$ cat src/rtl/trit_pack_if.sv
// rtl/trit_pack_if.sv - trit input stream and packed byte output stream of trit_pack
interface trit_pack_if;
  logic       trit_valid;
  logic       trit_ready;
  logic [1:0] trit;
  logic       byte_valid;
  logic       byte_ready;
  logic [7:0] byte_out;
  logic       byte_last;

  // master drives trits in and takes bytes out; slave is the packer
  modport master (
    output trit_valid, trit, byte_ready,
    input  trit_ready, byte_valid, byte_out, byte_last
  );

  modport slave (
    input  trit_valid, trit, byte_ready,
    output trit_ready, byte_valid, byte_out, byte_last
  );
endinterface

$ cat src/rtl/trit_pack.sv
// rtl/trit_pack.sv - packs five base-3 trits per byte (NTRU-HRSS encoding)
// TRIT_PACK_ERR_EN adds the sticky err output flagging accepted trit==3.
module trit_pack #(
  parameter int N = 701
) (
  input  logic       clk,
  input  logic       rst,
  trit_pack_if.slave s
`ifdef TRIT_PACK_ERR_EN
  ,
  output logic       err
`endif
);

  localparam int CW = (N > 1) ? $clog2(N) : 1;
  localparam logic [CW-1:0] LAST_IDX = CW'(N - 1);

  typedef enum logic {
    ACC  = 1'b0,
    EMIT = 1'b1
  } state_t;

  state_t        state;
  logic [7:0]    acc;
  logic [2:0]    k;
  logic [CW-1:0] cnt;

  logic          take;
  logic          give;
  logic [1:0]    t_val;
  logic [7:0]    weight;
  logic [7:0]    prod;
  logic [7:0]    sum;
  logic          end_poly;
  logic          end_byte;

  assign take = s.trit_valid && s.trit_ready;
  assign give = s.byte_valid && s.byte_ready;

  // the illegal code 3 contributes nothing to the byte
  assign t_val = (s.trit == 2'd3) ? 2'd0 : s.trit;

  always_comb begin
    weight = 8'd0;
    case (k)
      3'd0:    weight = 8'd1;
      3'd1:    weight = 8'd3;
      3'd2:    weight = 8'd9;
      3'd3:    weight = 8'd27;
      3'd4:    weight = 8'd81;
      default: weight = 8'd0;
    endcase
  end

  // trit is 0, 1 or 2, so the product is a select of weight or weight<<1
  assign prod = (t_val[0] ? weight : 8'd0)
              + (t_val[1] ? {weight[6:0], 1'b0} : 8'd0);
  assign sum      = acc + prod;
  assign end_poly = (cnt == LAST_IDX);
  assign end_byte = (k == 3'd4) || end_poly;

  always_ff @(posedge clk) begin
    if (rst) begin
      state        <= ACC;
      acc          <= 8'd0;
      k            <= 3'd0;
      cnt          <= '0;
      s.trit_ready <= 1'b0;
      s.byte_valid <= 1'b0;
      s.byte_out   <= 8'd0;
      s.byte_last  <= 1'b0;
    end else begin
      case (state)
        ACC: begin
          s.trit_ready <= 1'b1;
          if (take) begin
            acc <= sum;
            k   <= k + 3'd1;
            // cnt parks on the last index until the final byte leaves
            cnt <= end_poly ? cnt : cnt + CW'(1);
            if (end_byte) begin
              state        <= EMIT;
              s.trit_ready <= 1'b0;
              s.byte_valid <= 1'b1;
              s.byte_out   <= sum;
              s.byte_last  <= end_poly;
            end
          end
        end
        EMIT: begin
          if (give) begin
            state        <= ACC;
            acc          <= 8'd0;
            k            <= 3'd0;
            s.byte_valid <= 1'b0;
            s.trit_ready <= 1'b1;
            if (s.byte_last) begin
              cnt <= '0;
            end
          end
        end
      endcase
    end
  end

`ifdef TRIT_PACK_ERR_EN
  always_ff @(posedge clk) begin
    if (rst) begin
      err <= 1'b0;
    end else if (take && (s.trit == 2'd3)) begin
      err <= 1'b1;
    end
  end
`endif

endmodule

$ cat src/flat_wrapper.sv
// flat-port wrapper written by rule: the top's interface ports become plain ports
module trit_pack_flat 
#(
  parameter int N = 701
)
  (clk, rst, s_trit_valid, s_trit, s_byte_ready, s_trit_ready, s_byte_valid, s_byte_out, s_byte_last);
  trit_pack_if s_i ();
  input  logic clk;
  input  logic rst;
  input wire logic [$bits(s_i.trit_valid)-1:0] s_trit_valid;
  input wire logic [$bits(s_i.trit)-1:0] s_trit;
  input wire logic [$bits(s_i.byte_ready)-1:0] s_byte_ready;
  output wire logic [$bits(s_i.trit_ready)-1:0] s_trit_ready;
  output wire logic [$bits(s_i.byte_valid)-1:0] s_byte_valid;
  output wire logic [$bits(s_i.byte_out)-1:0] s_byte_out;
  output wire logic [$bits(s_i.byte_last)-1:0] s_byte_last;
  assign s_i.trit_valid = s_trit_valid;
  assign s_i.trit = s_trit;
  assign s_i.byte_ready = s_byte_ready;
  assign s_trit_ready = s_i.trit_ready;
  assign s_byte_valid = s_i.byte_valid;
  assign s_byte_out = s_i.byte_out;
  assign s_byte_last = s_i.byte_last;
  trit_pack #(.N(N)) u_core (.clk(clk), .rst(rst), .s(s_i));
endmodule
$ cat config.mk
export PLATFORM = sky130hd
export DESIGN_NAME = trit_pack_flat
export DESIGN_NICKNAME = d
export VERILOG_FILES = /design/src/rtl/trit_pack_if.sv /design/src/rtl/trit_pack.sv /design/src/flat_wrapper.sv
export SDC_FILE = /design/constraint.sdc
export NUM_CORES = 1
export LEC_CHECK = 0
export BUFFER_PORTS_ARGS = -buffer_cell sky130_fd_sc_hd__buf_2
export CORE_MARGIN = 2
export CORE_UTILIZATION = 58
export DETAILED_ROUTE_END_ITERATION = 8
export PLACE_DENSITY = 0.78
export SYNTH_ARGS = -nofsm -noshare
export SYNTH_HDL_FRONTEND = slang
export SYNTH_SLANG_ARGS = --single-unit
$ cat constraint.sdc
create_clock -name clk -period 9.6 [get_ports clk]
set_input_delay 0.48 -clock clk [delete_from_list [all_inputs] [get_ports clk]]
set_output_delay 0.48 -clock clk [all_outputs]
set_load 0.02 [all_outputs]
**After elaboration in Yosys (flattened, before gate mapping)**

Index checks and enable logic that the tools add are counted.

- Bits in registers: 33
- Bits of input ports: 6
- Output and inout bits: 11
- Logic and storage cells: 59

- $add $sub $neg: 4
- Equal/unequal tests: 11
- Muxes and demuxes: 27
- Bitwise logic cells: 1
- Reductions and logical operators: 8

Operators by type and width:

| kind | number |
|---|---|
| $mux W10 | 4 |
| $pmux W7 S5 | 1 |
| $mux W8 | 3 |
| $pmux W10 S2 | 1 |
| $add A8 B8 Y8 | 2 |
| $pmux W8 S2 | 1 |
| $add A10 B1 Y10 const B | 1 |
| $eq A10 B10 Y1 const B | 1 |
| $mux W1 | 9 |
| $mux W7 | 1 |
| $eq A3 B2 Y1 const B | 2 |
| $mux W3 | 2 |
| $ne A2 B1 Y1 const B | 3 |
| $pmux W1 S2 | 3 |
| $pmux W3 S2 | 1 |
| $reduce_and A3 Y1 | 2 |
| $ne A2 B2 Y1 const B | 2 |
| $reduce_and A4 Y1 | 1 |
| $add A3 B1 Y3 const B | 1 |
| $eq A3 B1 Y1 const B | 1 |
| $eq A3 B3 Y1 const B | 1 |
| $logic_not A3 Y1 | 1 |
| $eq A2 B2 Y1 const B | 1 |
| $logic_and A1 B1 Y1 | 2 |
| 4 further kinds | 4 |

**Depth between registers and ports, before layout**

- Depth after elaboration: 7
- Gate-level depth with buffers: 15
- Mapped depth without buffers: 15

**Least setup slack after synthesis**

No wires, ideal clock.

- Path type: register to register
- Start point: reg u_core.k[0]
- End point: reg u_core.s.byte_out[7]
- Data arrival time: 2.970 ns
- Setup slack: 6.543 ns
- Cell stages (with the launch flop): 16
- Path buffers: 0
- Clock period less this slack: 3.057 ns
- Path through: dfxtp_1 > inv_1 > ha_1 > nor3_1 > o21bai_1 > nor2b_1 > nand2b_1 > fa_1 > inv_1 > ha_1 > fa_1 > a211oi_1 > o21bai_1 > a21oi_1 > xnor2_1 > o31ai_1

- Cells in the longest elaborated chain, start to end: 5
- Elaborated cells on any way between the ends: 12

RTL lines:

| what | RTL line | text |
|---|---|---|
| from (decl) | trit_pack.sv:25 | `logic [2:0] k;` |
| from (signal assigned) | trit_pack.sv:78 | `k <= k + 3'd1;` |
| $eq A3 B3 Y1, or another cell as far along | trit_pack.sv:45, trit_pack.sv:60 |  |
| $pmux W7 S5 | trit_pack.sv:45 | `case (k)` |
| $mux W7 / $mux W8 (equally long branches) | trit_pack.sv:56, trit_pack.sv:57 |  |
| $add A8 B8 Y8 | trit_pack.sv:57 | `+ (t_val[1] ? {weight[6:0], 1'b0} : 8'd0);` |
| $add A8 B8 Y8 | trit_pack.sv:58 | `assign sum = acc + prod;` |
| to (signal assigned) | trit_pack.sv:85 | `s.byte_out <= sum;` |
| to (decl) | trit_pack_if.sv:19 | `output trit_ready, byte_valid, byte_out, byte_last` |

Parallel ways exist; a longest one is shown, timed or not.
A chain may end at the register's enable or synchronous reset.

**Worst setup path after layout**

- Start point: reg u_core.k[1]
- End point: reg u_core.s.byte_out[7]

The elaborated chain is that of the path after synthesis.

==> run summary <==
outcome: complete, no violations
Setup crit end kind: flop
# hold bufs at CTS: 0
#FFs+latches synth: 33
global-route wire length before repair: 6870 µm
GRT Util Overall: 0.247
clock root buffer: clkbuf_4
GRT Residual Overflow: 0
CP arrival: 3.65 ns
max_cap viols: 0
clk_skew: 0.0146 ns
measured slew at the worst slew-check pin: 0.905 ns
post-CTS sizing: 0
Total Wirelength: 4020 µm
Post-Synthesis Cells: 218
vias in the first global route: 1449
Clock Latency Late Sink: 0.35 ns
Ys Warns: 0
Final nets: 260
DR DRC count: 0
die height: 61.4 µm
Finished Cell Area: 2100 µm²
post-synthesis net count: 245
Reg2Reg Depth: 15
Core Area: 3100 µm²
relative slew slack: 0.392
Avg Cell Area, Syn: 8.75 µm²
Power Density: 130 nW/µm²
HP Start: s_byte_ready
initial antenna violation count: 0
sequential cell area fraction in the yosys report: 0.346
Die Width: 61.4 µm
RR Endpoint: u_core.s.byte_out[7]
CTS Sinks: 33
Routed Antenna Nets: 0
Hold Path Class: input port to flop
CTS tree: yes
period utilization: 0.355
Post-synth EDFFs: 0
Area Overhead vs Synth: 9.90%
Post CTS Setup Buffer Count: 0
First-pass DRT Iterations: 4
RSZ-0062 raised after global routing: no
Layout Cells excl Fill: 278
commonest non-fill, non-tap cell in the layout: nor2_1
hold path endpoint: u_core.state
most frequent cells in the layout: nor2_1, dfxtp_1, ha_1
post-DP HPWL: 2910 µm
drt wl/cell: 14.5 µm
Initial Util: 0.615
top_reg_cell synth: dfxtp_1
fin. max-slew vios: 0
post-route minimum period: 3.40 ns
FMAX: 294 MHz
fraction of registers with async set/reset: 0
Yosys cell types: 39
Startpoint Class: flop
Leakage: 0.925 nW
Hold Path Depth: 4
vias: 1588
setup TNS: 0 ns
setup violators final: 0
Crit path required time: 9.85 ns
vias per cell: 5.71
n_diodes: 0
Crit Path Class: flop to flop
Worst R2R Start: u_core.k[1]
H-tree depth: 2
Placed Cells: 270
RePlAce Congestion: 0.846
final hold violation count: 0
Cell Area, Synth: 1910 µm²
Crit Path Max Fanout: 4
VDD IR max: 0.101 mV
site row count: 20
share of cells above drive strength 1: 0.124
Longest Clk Path Bufs: 2
Num CTS Buffers: 5
DRT iter0 DRCs: 74
PortBufs: 16
Boundary Pins: 17
Worst-path clk slew: 0.11 ns
Post-DP Area: 2010 µm²
die area: 3760 µm²
largest net degree at the start of global routing: 30
reg2reg setup slack: 6.20 ns
metrics by stage:
stage | setup slack (ns) | utilization | power [mW] | hold WS (ns)
finish | 6.20 | 0.676 | 0.272 | 0.491
global route | 5.87 | 0.676 | 0.282 | 0.508
CTS | 6.18 | 0.676 | 0.273 | 0.481
detailed placement | 6.24 | 0.647 | 0.162 | 0.481
global placement | 6.33 | 0.647 | 0.161 | 0.477
floorplan | 6.54 | - | 0.156 | 0.452
synthesized netlist by cell type (2+ instances only):
master,instances,area (µm²)
ha_1,18,225
nand2_1,12,45.0
nor3b_1,3,22.5
dfxtp_1,33,661
xnor2_1,10,87.6
nor2_1,39,146
buf_2,4,20.0
a21oi_1,11,55.1
nor3_1,5,25.0
a21o_1,2,15.0
nand2b_1,3,18.8
o31ai_1,3,22.5
inv_1,9,33.8
nand3b_1,5,37.5
nor2b_1,4,25.0
o21ai_0,8,40.0
nor4_1,2,12.5
o21bai_1,2,15.0
fa_1,3,60.1
a22oi_1,9,67.6
mux2i_1,7,70.1
and3_1,2,12.5
nand4b_1,2,17.5
nand3_1,3,15.0
clkbuf_1,4,15.0
a211oi_1,2,15.0
final cells by class:
class,instances,area (µm²)
clock buffer,6,51.3
clock inverter,2,37.5
fill,290,1010
inverter,9,33.8
multi-input combinational,168,1180
sequential,33,661
tap,44,55.1
timing repair buffer,16,80.1
state kept, by name, summed over array words and instances (netlist names):
signal and flops:
u_core.s.byte_valid 1, u_core.s.trit_ready 1, u_core.state 1, u_core.s.byte_out 8, u_core.acc 8, u_core.s.byte_last 1
u_core.cnt 10, u_core.k 3
worst max path at each step:
stage	start	slack, ns	cells past startpoint	end
after floorplan	u_core.k[0]	6.54	15	u_core.s.byte_out[7]
final	u_core.k[1]	6.20	15	u_core.s.byte_out[7]
after CTS	u_core.k[1]	6.18	15	u_core.s.byte_out[7]
after global routing	u_core.k[1]	5.87	15	u_core.s.byte_out[7]
after global placement	u_core.k[0]	6.33	14	u_core.s.byte_out[7]
after detailed placement	u_core.k[1]	6.24	15	u_core.s.byte_out[7]
routing by layer:
metal / part of all wire / global-route usage
met1: 0.50 / 0.361
met3: 0.053 / 0.0588
met2: 0.43 / 0.357
met5: 0 / 0
met4: 0.011 / 0.0821
critical path, stage by stage, from the launching register on:
cell and delay [ns]:
dfxtp_1 0.36, inv_1 0.10, ha_1 0.17, nor3_1 0.06, o21bai_1 0.16, nor2b_1 0.23
nand2b_1 0.10, fa_1 0.50, inv_1 0.04, ha_1 0.23, fa_1 0.44, a211oi_1 0.26
o21bai_1 0.11, a21oi_1 0.20, xnor2_1 0.12, o31ai_1 0.21
logic make-up after synthesis:
group                      after synthesis  share of synthesized area
and+or+nand+nor                         86                      0.228
AOI/OAI and AO/OA                       43                      0.153
DFF                                     33                      0.346
adders and majority gates               21                      0.150
buffers and inverters                   17                     0.0361
xor gates and xnor gates                11                     0.0505
muxes                                    7                     0.0367
where the power goes:
group	switching (mW)	total (mW)	internal [mW]
Sequential	0.00151	0.140	0.138
Combinational	0.0122	0.0189	0.00672
Clock	0.0513	0.113	0.0619
Total	0.0650	0.272	0.207
(Power assumes the default switching activity.)
